$ cat src/rtl/enum_track_flat_if.sv
// rtl/enum_track_flat_if.sv - flattened sample/result bus for enum_track_flat
interface enum_track_flat_if #(
  parameter int W     = 4,
  parameter int CNT_W = 8
);
  logic [W:0]         in_flat;
  logic [W+CNT_W+2:0] out_flat;

  modport master (output in_flat, input out_flat);
  modport slave  (input in_flat, output out_flat);
endinterface

$ cat src/rtl/enum_track_flat.sv
// rtl/enum_track_flat.sv - registered enum sanitiser, target counter and run detector
module enum_track_flat #(
  parameter int W         = 4,
  parameter int NUM_LEGAL = 6,
  parameter int TARGET    = 2,
  parameter int DEFAULT   = 0,
  parameter int RUN_LEN   = 3,
  parameter int CNT_W     = 8
) (
  input  logic             clk,
  input  logic             rst,
  enum_track_flat_if.slave bus
);
  localparam int RC_W = $clog2(RUN_LEN + 1);

  typedef enum logic [1:0] {IDLE, RUN, LOCK} state_t;

  state_t           state, state_n;
  logic [RC_W-1:0]  run_cnt, run_cnt_n;
  logic [W-1:0]     e_out_q;
  logic [CNT_W-1:0] hit_cnt;
  logic             is_target_q, illegal_q, run_hit;

  logic         in_valid;
  logic [W-1:0] e_in;
  logic         legal, is_tgt;

  assign in_valid = bus.in_flat[W];
  assign e_in     = bus.in_flat[W-1:0];

  // Extend by one bit so NUM_LEGAL == 2**W is representable.
  assign legal  = ({1'b0, e_in} < (W+1)'(NUM_LEGAL));
  assign is_tgt = (e_in == W'(TARGET));

  always_ff @(posedge clk) begin
    if (rst) begin
      e_out_q     <= W'(DEFAULT);
      hit_cnt     <= '0;
      is_target_q <= 1'b0;
      illegal_q   <= 1'b0;
    end else begin
      is_target_q <= in_valid && is_tgt;
      illegal_q   <= in_valid && !legal;
      if (in_valid) begin
        e_out_q <= legal ? e_in : W'(DEFAULT);
        if (is_tgt && (hit_cnt != {CNT_W{1'b1}}))
          hit_cnt <= hit_cnt + CNT_W'(1);
      end
    end
  end

  always_ff @(posedge clk) begin
    if (rst) begin
      state   <= IDLE;
      run_cnt <= '0;
    end else begin
      state   <= state_n;
      run_cnt <= run_cnt_n;
    end
  end

  // Idle cycles leave state and run_cnt untouched, so gaps do not break a run.
  always_comb begin
    state_n   = state;
    run_cnt_n = run_cnt;
    if (in_valid) begin
      if (is_tgt) begin
        case (state)
          IDLE: begin
            run_cnt_n = RC_W'(1);
            state_n   = (RUN_LEN == 1) ? LOCK : RUN;
          end
          RUN: begin
            run_cnt_n = run_cnt + RC_W'(1);
            if (run_cnt + RC_W'(1) == RC_W'(RUN_LEN))
              state_n = LOCK;
          end
          LOCK: begin
            run_cnt_n = RC_W'(RUN_LEN);
          end
          default: begin
            state_n   = IDLE;
            run_cnt_n = '0;
          end
        endcase
      end else begin
        state_n   = IDLE;
        run_cnt_n = '0;
      end
    end
  end

  assign run_hit = (state == LOCK);

  assign bus.out_flat = {e_out_q, hit_cnt, is_target_q, illegal_q, run_hit};
endmodule

$ cat src/flat_wrapper.sv
// flat-port wrapper written by rule: the top's interface ports become plain ports
module enum_track_flat_flat 
#(
  parameter int W         = 4,
  parameter int NUM_LEGAL = 6,
  parameter int TARGET    = 2,
  parameter int DEFAULT   = 0,
  parameter int RUN_LEN   = 3,
  parameter int CNT_W     = 8
)
  (clk, rst, bus_in_flat, bus_out_flat);
  enum_track_flat_if #(.W(W), .CNT_W(CNT_W)) bus_i ();
  input  logic clk;
  input  logic rst;
  input wire logic [$bits(bus_i.in_flat)-1:0] bus_in_flat;
  output wire logic [$bits(bus_i.out_flat)-1:0] bus_out_flat;
  assign bus_i.in_flat = bus_in_flat;
  assign bus_out_flat = bus_i.out_flat;
  enum_track_flat #(.W(W), .NUM_LEGAL(NUM_LEGAL), .TARGET(TARGET), .DEFAULT(DEFAULT), .RUN_LEN(RUN_LEN), .CNT_W(CNT_W)) u_core (.clk(clk), .rst(rst), .bus(bus_i));
endmodule
$ cat config.mk
export PLATFORM = sky130hd
export DESIGN_NAME = enum_track_flat_flat
export DESIGN_NICKNAME = d
export VERILOG_FILES = /design/src/rtl/enum_track_flat_if.sv /design/src/rtl/enum_track_flat.sv /design/src/flat_wrapper.sv
export SDC_FILE = /design/constraint.sdc
export NUM_CORES = 1
export LEC_CHECK = 0
export CAP_MARGIN = 15
export CORE_UTILIZATION = 46
export DETAILED_ROUTE_END_ITERATION = 10
export PLACE_DENSITY_LB_ADDON = 0.25
export SYNTH_ARGS = -nofsm -noshare
export SYNTH_HDL_FRONTEND = slang
export SYNTH_SLANG_ARGS = --single-unit
$ cat constraint.sdc
create_clock -name clk -period 1.8 [get_ports clk]
set_clock_uncertainty 0.15 [all_clocks]
set_input_delay 0.36 -clock clk [delete_from_list [all_inputs] [get_ports clk]]
set_output_delay 0.36 -clock clk [all_outputs]
set_load 0.02 [all_outputs]
==> metrics.md, run 1 <==
| Metric | Value |
|---|---|
| Status | complete, no violations |
| Post-synthesis net count | 106 |
| Category of the worst setup path capture point | primary output |
| Proportion of netlist area held by the largest area contributor | 42.1% |
| Highest clock rate | 0.572 GHz |
| Max-Cap Viols | 0 |
| Layout Area Growth over Synthesis | 34.8% |
| Basic-gate share of the synthesized area counting and, or, nand and nor cells | 28.9% |
| Power consumption | 0.669 mW |
| Clock sinks | 18 |
| Top flip-flop cell by instance count after synthesis | dfxtp_1 |
| Pin count of the biggest net entering global routing | 19 |
| Net switching fraction of the power | 23.2% |
| CTS clk-pin slew, worst paths | 0.09 ns |
| Initial antenna violation count | 0 |
| Share of flip-flops with an asynchronous set or reset | 0% |
| Yosys synthesis warning count | 0 |
| Adder-cell area share of the yosys netlist | 2.92% |
| P_leak | 0.508 nW |
| Placed wire-length estimate | 1360 um |
| Main combinational cell family by area after synthesis | simple AND/OR/NAND/NOR gates |
| I/O pin cnt | 22 |
| Clock latency at the later pin of the worst-skew pair | 0.29 ns |
| Number of detailed-route iterations in the first pass | 4 |
| Combinational share of power | 10.7% |
| Number of hold buffers added after cts | 0 |
| Count of flip-flops with a built-in enable after synthesis | 0 |
| Die width | 45.1 um |
| # port buffers | 21 |
| Internal power component | 0.513 mW |
| Post-CTS setup repair buffer count | 0 |
| Post-layout instance count excluding filler cells | 151 |
| Iteration-0 DRC Markers | 23 |
| Worst rel slew slack | 79.3% |
| Switching power total | 0.155 mW |
| Number of global-route vias before repair | 684 |
| Worst hold margin | 0.321 ns |
| Arrival @ worst endpoint | 1.24 ns |
| Compound-cell area share of the yosys netlist | 15.2% |
| Mux share of post-synthesis cell area | 2.34% |
| Xor/xnor cell area share of the yosys netlist | 1.02% |
| Post-layout worst setup margin | 0.0526 ns |
| Launching instance or port of the critical path | u_core.state[1]$_SDFFE_PP0P_ |
| CP required | 1.29 ns |
| RR Startpoint | u_core.hit_cnt[0]$_SDFFE_PP0P_ |
| Total number of placement rows | 15 |
| Level count of the clock H-tree | 1 |
| Die height | 45.1 um |
| Path category of the worst min-delay check | flop to flop |
| Post-route fraction of the period consumed by the critical path | 97.1% |
| Global-route wire length before repair | 2970 um |
| Sequential group share of total power | 60.5% |
| Drt via density | 5.49 |
| Synth unique cells | 30 |
| Core area | 1730 sq um |
| Final Core Density | 66.8% |
| Final routed wire length divided by cell count | 12.2 um |
| Seq cells post-synth | 18 |
| Power per cell area | 580 nW/um^2 |
| Area of the mapped netlist | 856 sq um |
| Share of final-layout standard cells stronger than drive strength 1 | 17.5% |
| Post-detailed-placement cell area | 1140 sq um |
| Antenna violation net count after detailed routing | 0 |
| Worst setup path class | flop to primary output |
| Hold Startpoint | u_core.run_cnt[1]$_SDFFE_PP0P_ |
| GR Util All Layers | 20.2% |
| Inst Count DP | 148 |
| Final period demand of the worst path | 1.75 ns |
| RD Place Congestion | 0.763 |
| Dominant cells by area after synthesis | dfxtp_1, a21oi_1, nor2_1 |
| Mapped Avg Cell Area | 8.82 sq um |
| Final routed DRC violation total | 0 |
| Buffer depth of the longest clock path | 2 |
| Clock tree from TritonCTS | done |
| Transition time at the pin with the least slew margin | 0.309 ns |
| Total number of nets in the final design | 137 |
| Grt ovf | 0 |
| Dpl ws | -0.415 ns |
| Share of synthesized area occupied by flip-flops and latches | 42.1% |
| Antenna fix cells | 0 |
| Setup TNS Final | 0 ns |
| Minimum setup slack among reg-to-reg paths | 0.19 ns |
| Initial standard-cell utilization of the core | 49.6% |
| Number of instances in the synthesized netlist | 97 |
| Final wirelength | 1840 um |
| Share of power burned in the clock network | 28.9% |
| Via count | 829 |
| Final setup violation count | 0 |
| RSZ-0062 raised after global routing | no |
| Final hold violation count | 0 |
| Final instance area | 1150 sq um |
| Highest fanout seen on the critical path | 5 |
| Worst voltage drop across the vdd grid | 0.000360 V |
| Cell accounting for the most synthesized area | dfxtp_1 |
| Filler cell count in the final layout | 164 |
| Crit path launch type | flop |
| Count of final max-slew check failures | 0 |
| Die Area | 2040 sq um |
| Num CTS Buffers | 3 |
| CTS Root Buffer Type | clkbuf_4 |
## placed cells by master, fill, tap and decap left out, types with 2 or more instances in the layout
master / netlist / final
a31oi_1: 2 / 2
nor3_1: 6 / 6
nand4_1: 2 / 2
clkbuf_4: 0 / 3
nor3b_1: 2 / 2
buf_4: 4 / 12
dlygate4sd2_1: 0 / 12
a21oi_1: 10 / 10
ha_1: 2 / 2
o211ai_1: 2 / 2
dfxtp_1: 18 / 18
nand3_1: 6 / 6
clkdlybuf4s50_1: 0 / 6
nand2_1: 8 / 8
mux2i_1: 2 / 2
nor2_1: 9 / 8
dlymetal6s2s_1: 0 / 2
inv_1: 4 / 4
o21ai_0: 4 / 4
## synthesized netlist by cell type, types with 4 or more instances
master,n
a21oi_1,10
buf_4,4
inv_1,4
nor3_1,6
nor2_1,9
dfxtp_1,18
o21ai_0,4
nand2_1,8
nand3_1,6
## layer usage
layer	wire, um	track usage [%]
met3	103	4.80
met1	819	25.6
met5	0	0
met2	885	32.5
met4	28	9.09
## sequential cells by signal, summed over array words and instances (netlist names)
register / flops
u_core.hit_cnt: 8
u_core.is_target_q: 1
u_core.e_out_q: 4
u_core.run_cnt: 2
u_core.state: 2
u_core.illegal_q: 1
## cell type report
type                    count  area (sq um)  area share [%]
clock buffers               3          22.5            1.95
well taps                  25          31.3            2.71
repair buffers             33           290            25.2
multi-input cells          68           434            37.6
inverters                   4          15.0            1.30
flip-flops and latches     18           360            31.2
## timing repair
item,CTS,global route
endpoints found under the hold margin,0,0
cloned,0,0
endpoints found under the setup margin,15,3
gates resized for setup,14,3
## worst max-delay path: stages, from the launching register on
cell	delay [ns]
dfxtp_1	0.42
nor2b_1	0.21
clkdlybuf4s15_1	0.32
## power groups by stage
stage                     sequential [mW]  clock (mW)  combinational, mW
after global routing                0.405       0.222             0.0763
after global placement              0.414           0             0.0726
final                               0.405       0.193             0.0713
after detailed placement            0.414           0             0.0745
after CTS                           0.405       0.204             0.0714
after floorplan                     0.417           0             0.0316
## cells by family (layout without fill, tap and decap cells)
family | count (synthesis) | in the layout
simple gates | 42 | 42
compound gates | 21 | 21
flops | 18 | 18
buf+inv | 11 | 40
fa+ha+maj | 2 | 2
mux | 2 | 2
xor+xnor | 1 | 1
## final timing paths
path,endpoint,depth (start not counted)
hold / removal,u_core.run_cnt[1]$_SDFFE_PP0P_,2
setup reg to reg,u_core.hit_cnt[1]$_SDFFE_PP0P_,5
setup / recovery,bus_out_flat[0],2
hold reg to reg,u_core.run_cnt[1]$_SDFFE_PP0P_,2
No activity file was read; power rests on OpenSTA's default activity.
==> run 2: changes to the inputs <==
--- a/config.mk
+++ b/config.mk
@@ -5,9 +5,11 @@
 export SDC_FILE = /design/constraint.sdc
 export NUM_CORES = 1
 export LEC_CHECK = 0
+export ABC_AREA = 0
 export CAP_MARGIN = 15
-export CORE_UTILIZATION = 46
+export CORE_UTILIZATION = 42
 export DETAILED_ROUTE_END_ITERATION = 10
+export GPL_ROUTABILITY_DRIVEN = 1
 export PLACE_DENSITY_LB_ADDON = 0.25
 export SYNTH_ARGS = -nofsm -noshare
 export SYNTH_HDL_FRONTEND = slang
==> constraint.sdc (replaced) <==
create_clock -name clk -period 1.4 [get_ports clk]
set_clock_uncertainty 0.15 [all_clocks]
set_input_delay 0.28 -clock clk [delete_from_list [all_inputs] [get_ports clk]]
set_output_delay 0.28 -clock clk [all_outputs]
set_load 0.02 [all_outputs]
==> run 2 against run 1 <==
The run now ends with negative setup slack left. Clock power up 30%. Sequential share of layout area decreased by 2.3 points. Final area increased by 14%. Global-route usage up 0.12 points. Register-to-register slack worse by 0.31 ns. Routed wire length is 16% higher. Sequential power rose by 27%. Setup slack got worse by 0.17 ns. Sequential cell count stayed put. Largest power group unchanged. Highest routed layer is now met3.
==> metrics.md, run 2 (synthesized netlist as in run 1, its figures left out) <==
| Metric | Value |
|---|---|
| Status | finished, violations left (was complete, no violations) |
| Violated checks | negative setup slack |
| Crit path launch type | flop (unchanged) |
| Transition time at the pin with the least slew margin | 0.324 ns (was 0.309 ns) |
| Clock tree from TritonCTS | done (unchanged) |
| Final instance area | 1310 sq um (was 1150 sq um) |
| Commonest non-fill, non-tap cell in the layout | buf_4 (was dfxtp_1) |
| Highest clock rate | 0.657 GHz |
| Die width | 47.1 um (was 45.1 um) |
| List of cells traversed by the critical path | ha_4 -> inv_2 -> o211ai_2 -> buf_4 -> o31ai_1 -> a21oi_2 (was nor2b_1 -> clkdlybuf4s15_1) |
| Die height | 47.1 um (was 45.1 um) |
| Total number of nets in the final design | 149 (was 137) |
| Max-Cap Viols | 0 (unchanged) |
| GR Util All Layers | 20.3% (was 20.2%) |
| Minimum setup slack among reg-to-reg paths | -0.12 ns (was 0.19 ns) |
| Count of final max-slew check failures | 0 (unchanged) |
| Final setup violation count | 6 (was 0) |
| Top register by number of flip-flops | u_core.hit_cnt (unchanged) |
| Power consumption | 0.866 mW (was 0.669 mW) |
| Core area | 1820 sq um (was 1730 sq um) |
| CTS clk-pin slew, worst paths | 0.09 ns (about the same) |
| Level count of the clock H-tree | 1 (unchanged) |
| Drt via density | 5.32 (was 5.49) |
| Die Area | 2220 sq um (was 2040 sq um) |
| Post-route fraction of the period consumed by the critical path | 109% |
| Dpl ws | -0.674 ns (was -0.415 ns) |
| Sequential group share of total power | 59.5% (was 60.5%) |
| Final period demand of the worst path | 1.52 ns |
| Initial antenna violation count | 0 (unchanged) |
| Power per cell area | 660 nW/um^2 (was 580 nW/um^2) |
| RSZ-0062 raised after global routing | yes (was no) |
| Number of global-route vias before repair | 753 (was 684) |
| Total number of placement rows | 15 (unchanged) |
| Worst setup path class | flop to flop (was flop to primary output) |
| Via count | 867 (was 829) |
| Internal power component | 0.661 mW (was 0.513 mW) |
| Number of flip-flops under the largest register name | 8 (unchanged) |
| Category of the worst setup path capture point | flop (was primary output) |
| CP required | 1.43 ns (was 1.29 ns) |
| Number of hold buffers added after cts | 0 (unchanged) |
| P_leak | 0.518 nW (was 0.508 nW) |
| Arrival @ worst endpoint | 1.55 ns (was 1.24 ns) |
| Number of detailed-route iterations in the first pass | 4 (unchanged) |
| Combinational share of power | 11.6% (was 10.7%) |
| Slowest CP cell | dfxtp_4 (was dfxtp_1) |
| Worst voltage drop across the vdd grid | 0.000650 V (was 0.000360 V) |
| Iteration-0 DRC Markers | 26 (was 23) |
| Multi-input gate area | 499 sq um (was 434 sq um) |
| Final routed wire length divided by cell count | 13.0 um (was 12.2 um) |
| Clock latency at the later pin of the worst-skew pair | 0.29 ns (about the same) |
| Layout Area Growth over Synthesis | 53.2% (was 34.8%) |
| Commonest cells after routing, fill and taps aside | buf_4, a21oi_1, dfxtp_1, nor2_1, nand2_1 (was dfxtp_1, dlygate4sd2_1, buf_4, a21oi_1) |
| Switching power total | 0.205 mW (was 0.155 mW) |
| Filler cell count in the final layout | 143 (was 164) |
| Post-detailed-placement cell area | 1210 sq um (was 1140 sq um) |
| Worst rel slew slack | 78.3% (was 79.3%) |
| Path category of the worst min-delay check | input port to flop (was flop to flop) |
| Num CTS Buffers | 3 (unchanged) |
| Clock sinks | 18 (unchanged) |
| I/O pin cnt | 22 (unchanged) |
| Final wirelength | 2120 um (was 1840 um) |
| Final hold violation count | 0 (unchanged) |
| Share of final-layout standard cells stronger than drive strength 1 | 51.4% (was 17.5%) |
| Global-route wire length before repair | 3110 um (was 2970 um) |
| Net switching fraction of the power | 23.7% (was 23.2%) |
| Top Registers | u_core.hit_cnt: 8 flops, u_core.e_out_q: 4 flops (unchanged) |
| CTS Root Buffer Type | clkbuf_4 (unchanged) |
| Antenna violation net count after detailed routing | 0 (unchanged) |
| Pin count of the biggest net entering global routing | 10 (was 19) |
| Sequential standard cell area | 379 sq um (was 360 sq um) |
| Post-layout worst setup margin | -0.122 ns (was 0.0526 ns) |
| RD Place Congestion | 0.819 (was 0.763) |
| Grt ovf | 0 (unchanged) |
| Antenna fix cells | 0 (unchanged) |
| Maximum cell stage delay along the critical path | 0.37 ns (was 0.42 ns) |
| Share of power burned in the clock network | 28.9% (about the same) |
| Final routed DRC violation total | 0 (unchanged) |
| Buffer depth of the longest clock path | 2 (unchanged) |
| Highest fanout seen on the critical path | 4 (was 5) |
| Initial standard-cell utilization of the core | 47.0% (was 49.6%) |
| Placed wire-length estimate | 1430 um (was 1360 um) |
| # port buffers | 21 (unchanged) |
==> run 2: changes by cell type in the layout (fill, tap and decap cells not counted), sizes merged <==
cell           before  now
clkdlybuf4s15       1    6
dlygate4sd2        12    1
dlymetal6s2s        2    0
inv                 4    3
clkbuf              3    8
buf                12   32
clkdlybuf4s50       6    1
clkinvlp            0    1
==> run 2: worst max-delay path, delay by kind of cell, from the launching register on <==
family                   cells  cell delay [ns]
AO/OA/AOI/OAI                3             0.49
flip-flops                   1             0.37
buffers and inverters        2             0.22
adder cells (fa/ha/maj)      1             0.17
==> run 2: power by group through the flow <==
| stage | Sequential, mW | Combinational (mW) | Clock (mW) |
|---|---|---|---|
| finish | 0.515 | 0.101 | 0.250 |
| global route | 0.516 | 0.108 | 0.278 |
| CTS | 0.517 | 0.0990 | 0.260 |
| detailed placement | 0.529 | 0.0939 | 0 |
| global placement | 0.528 | 0.0929 | 0 |
| floorplan | 0.532 | 0.0412 | 0 |
==> run 2: final timing paths <==
kind	from	depth (start not counted)	to
setup / recovery	u_core.hit_cnt[0]$_SDFFE_PP0P_	6	u_core.hit_cnt[7]$_SDFFE_PP0P_
hold / removal	bus_in_flat[0]	3	u_core.e_out_q[0]$_SDFFE_PP0P_
setup reg to reg	u_core.hit_cnt[0]$_SDFFE_PP0P_	6	u_core.hit_cnt[7]$_SDFFE_PP0P_
hold reg to reg	u_core.e_out_q[0]$_SDFFE_PP0P_	2	u_core.e_out_q[0]$_SDFFE_PP0P_
==> run 2: stage by stage <==
| step | utilization, % | cells | hold slack (ns) | TNS [ns] |
|---|---|---|---|---|
| 3_3_place_gp | 66.5 | 155 | 0.301 | -7.68 |
| 2_1_floorplan | - | 97 | 0.294 | -0.592 |
| 4_1_cts | 71.6 | 162 | 0.0965 | -0.181 |
| 3_5_place_dp | 66.5 | 155 | 0.309 | -7.96 |
| 6_report | 72.0 | 163 | 0.109 | -0.277 |
| 5_1_grt | 72.0 | 163 | 0.100 | -0.653 |
==> run 2: cell type report <==
type | instances | share of cell area [%]
multi-input combinational | 68 | 38.1
inverter | 4 | 1.43
timing repair buffer | 45 | 27.5
clock buffer | 3 | 1.72
tap | 25 | 2.39
sequential | 18 | 28.9
==> run 2: metal layers <==
| layer | up-vias | routed length, um | GRT usage, % |
|---|---|---|---|
| met4 | 0 | 0 | 8.57 |
| met2 | 22 | 1100 | 34.2 |
| met3 | 0 | 83 | 4.62 |
| met5 | - | 0 | 0 |
| met1 | 414 | 937 | 24.9 |
| li1 | 431 | - | - |
==> run 2: what timing repair did <==
| action | CTS | global route |
|---|---|---|
| buffers inserted | 4 | 1 |
| setup endpoints to repair | 29 | 19 |
| cloned | 0 | 0 |
| resized for setup | 71 | 22 |
| pin swaps | 9 | 7 |
==> run 3: changes to the inputs <==
--- a/config.mk
+++ b/config.mk
@@ -7,8 +7,9 @@
 export LEC_CHECK = 0
 export ABC_AREA = 0
 export CAP_MARGIN = 15
-export CORE_UTILIZATION = 42
+export CORE_UTILIZATION = 53
 export DETAILED_ROUTE_END_ITERATION = 10
+export DONT_BUFFER_PORTS = 1
 export GPL_ROUTABILITY_DRIVEN = 1
 export PLACE_DENSITY_LB_ADDON = 0.25
 export SYNTH_ARGS = -nofsm -noshare
==> run 3 against run 2 <==
The flow finishes with violations (negative hold slack, negative setup slack). Combinational power is 61% lower. Power is 2.7% higher. Sequential power is 1% higher. Worst hold slack got worse by 0.23 ns. Routed wire length shrank 12%. Sequential share of layout area increased by 4.6 points. Maximum frequency is 2.7% higher. Largest cell class unchanged. Largest power group unchanged. Highest routed layer is now met4.
==> metrics.md, run 3 (synthesized netlist as in run 1, its figures left out) <==
| Metric | Value |
|---|---|
| Power per cell area | 781 nW/um^2 (was 660 nW/um^2) |
| Clock latency at the later pin of the worst-skew pair | 0.30 ns (was 0.29 ns) |
| Transition time at the pin with the least slew margin | 0.352 ns (was 0.324 ns) |
| Pin count of the biggest net entering global routing | 19 (was 10) |
| Violated checks | negative hold slack, negative setup slack (was negative setup slack) |
| Crit path launch type | flop (unchanged) |
| Clock tree from TritonCTS | done (unchanged) |
| Level count of the clock H-tree | 1 (unchanged) |
| Count of final max-slew check failures | 0 (unchanged) |
| Initial standard-cell utilization of the core | 56.8% (was 47.0%) |
| Num CTS Buffers | 3 (unchanged) |
| CTS clk-pin slew, worst paths | 0.11 ns (was 0.09 ns) |
| Die width | 42.2 um (was 47.1 um) |
| Setup TNS Final | -0.156 ns (was -0.277 ns) |
| Top register by number of flip-flops | u_core.hit_cnt (unchanged) |
| Total number of nets in the final design | 126 (was 149) |
| Number of detailed-route iterations in the first pass | 4 (unchanged) |
| Post-layout worst setup margin | -0.0815 ns (was -0.122 ns) |
| Initial antenna violation count | 0 (unchanged) |
| Final hold violation count | 17 (was 0) |
| CP required | 1.48 ns (was 1.43 ns) |
| Final setup violation count | 5 (was 6) |
| Drt via density | 5.77 (was 5.32) |
| GR Util All Layers | 21.0% (was 20.3%) |
| # port buffers | 0 (was 21) |
| Highest clock rate | 0.675 GHz (was 0.657 GHz) |
| Placed wire-length estimate | 1250 um (was 1430 um) |
| Max-Cap Viols | 0 (unchanged) |
| Final wirelength | 1860 um (was 2120 um) |
| Highest fanout seen on the critical path | 4 (unchanged) |
| Top Registers | u_core.hit_cnt: 8 flops, u_core.e_out_q: 4 flops (unchanged) |
| Share of final-layout standard cells stronger than drive strength 1 | 44.0% (was 51.4%) |
| Antenna fix cells | 0 (unchanged) |
| Clock sinks | 18 (unchanged) |
| Final routed DRC violation total | 0 (unchanged) |
| CTS Root Buffer Type | clkbuf_4 (unchanged) |
| Iteration-0 DRC Markers | 11 (was 26) |
| RSZ-0062 raised after global routing | yes (unchanged) |
| Status | finished, violations left (unchanged) |
| Worst setup path class | flop to flop (unchanged) |
| Path category of the worst min-delay check | input port to flop (unchanged) |
| Buffer depth of the longest clock path | 2 (unchanged) |
| Category of the worst setup path capture point | flop (unchanged) |
| Commonest non-fill, non-tap cell in the layout | buf_4 (unchanged) |
| Number of global-route vias before repair | 729 (was 753) |
| Die Area | 1780 sq um (was 2220 sq um) |
| Final period demand of the worst path | 1.48 ns (was 1.52 ns) |
| Worst rel slew slack | 76.5% (was 78.3%) |
| Power consumption | 0.889 mW (was 0.866 mW) |
| Post-route fraction of the period consumed by the critical path | 106% (was 109%) |
| Core area | 1510 sq um (was 1820 sq um) |
| Number of flip-flops under the largest register name | 8 (unchanged) |
| Worst hold margin | -0.126 ns (was 0.109 ns) |
| Antenna violation net count after detailed routing | 0 (unchanged) |
| Filler cell count in the final layout | 103 (was 143) |
| Final Core Density | 75.5% (was 72.0%) |
| Arrival @ worst endpoint | 1.57 ns (was 1.55 ns) |
| Global-route wire length before repair | 2920 um (was 3110 um) |
| Final routed wire length divided by cell count | 14.1 um (was 13.0 um) |
| Number of hold buffers added after cts | 2 (was 0) |
| Via count | 761 (was 867) |
| Layout Area Growth over Synthesis | 32.9% (was 53.2%) |
| Worst voltage drop across the vdd grid | 0.000571 V (was 0.000650 V) |
| I/O pin cnt | 22 (unchanged) |
| Commonest cells after routing, fill and taps aside | buf_4, a21oi_1, nand2_1, dfxtp_2 (was buf_4, a21oi_1, dfxtp_1, nor2_1, nand2_1) |
| P_leak | 0.433 nW (was 0.518 nW) |
| Total number of placement rows | 14 (was 15) |
| Grt ovf | 0 (unchanged) |
| Die height | 42.2 um (was 47.1 um) |
| RD Place Congestion | 0.739 (was 0.819) |
==> run 3: final timing paths <==
check | start | to | slack [ns] | cells after the start
max | u_core.hit_cnt[0]$_SDFFE_PP0P_ | u_core.hit_cnt[7]$_SDFFE_PP0P_ | -0.08 | 5
min | rst | u_core.state[1]$_SDFFE_PP0P_ | -0.13 | 1
max reg2reg | u_core.hit_cnt[0]$_SDFFE_PP0P_ | u_core.hit_cnt[7]$_SDFFE_PP0P_ | -0.08 | 5
min reg2reg | u_core.run_cnt[1]$_SDFFE_PP0P_ | u_core.run_cnt[1]$_SDFFE_PP0P_ | 0.32 | 2
==> run 3: worst max-delay path, cell delays in order (launching register included) <==
cell      delay (ns)
dfxtp_4         0.37
ha_4            0.17
inv_2           0.06
o211ai_2        0.11
or4_1           0.41
a21oi_1         0.13
==> run 3: metal layers <==
metal | vias up | part of all wire, % | global-route usage, %
met5 | - | 0 | 0
met2 | 20 | 50 | 35.4
met1 | 357 | 45 | 26.3
met4 | 0 | 1.1 | 8.13
li1 | 382 | - | -
met3 | 2 | 4.5 | 3.88
==> run 3: what timing repair did <==
| action | in CTS | in global routing |
|---|---|---|
| endpoints found under the hold margin | 18 | 17 |
| setup endpoints to repair | 8 | 10 |
| resized for setup | 9 | 14 |
| pin swaps | 5 | 6 |
| buffers inserted | 1 | 2 |
==> run 3: through the flow <==
step | setup WS [ns] | instance area, sq um | hold slack (ns) | cells
finish | -0.0815 | 1140 | -0.126 | 132
CTS | -0.0588 | 1070 | -0.124 | 130
global placement | -0.145 | 975 | 0.196 | 123
global route | -0.122 | 1140 | -0.136 | 132
floorplan | -0.138 | 876 | 0.294 | 97
detailed placement | -0.159 | 975 | 0.196 | 123
==> run 3: power by group <==
group / leakage, nW / internal, mW / switching [mW]
sequential: 0.152 / 0.512 / 0.00884
clock: 0.0210 / 0.159 / 0.170
combinational: 0.260 / 0.0190 / 0.0204
total: 0.433 / 0.690 / 0.199
==> run 3: final cells by class <==
cell class | instances | area [sq um] | area share (%)
multi-input cells | 68 | 499 | 43.9
repair buffers | 22 | 185 | 16.3
inverters | 4 | 15.0 | 1.32
clock buffers | 4 | 36.3 | 3.19
well taps | 16 | 20.0 | 1.76
flip-flops and latches | 18 | 382 | 33.6
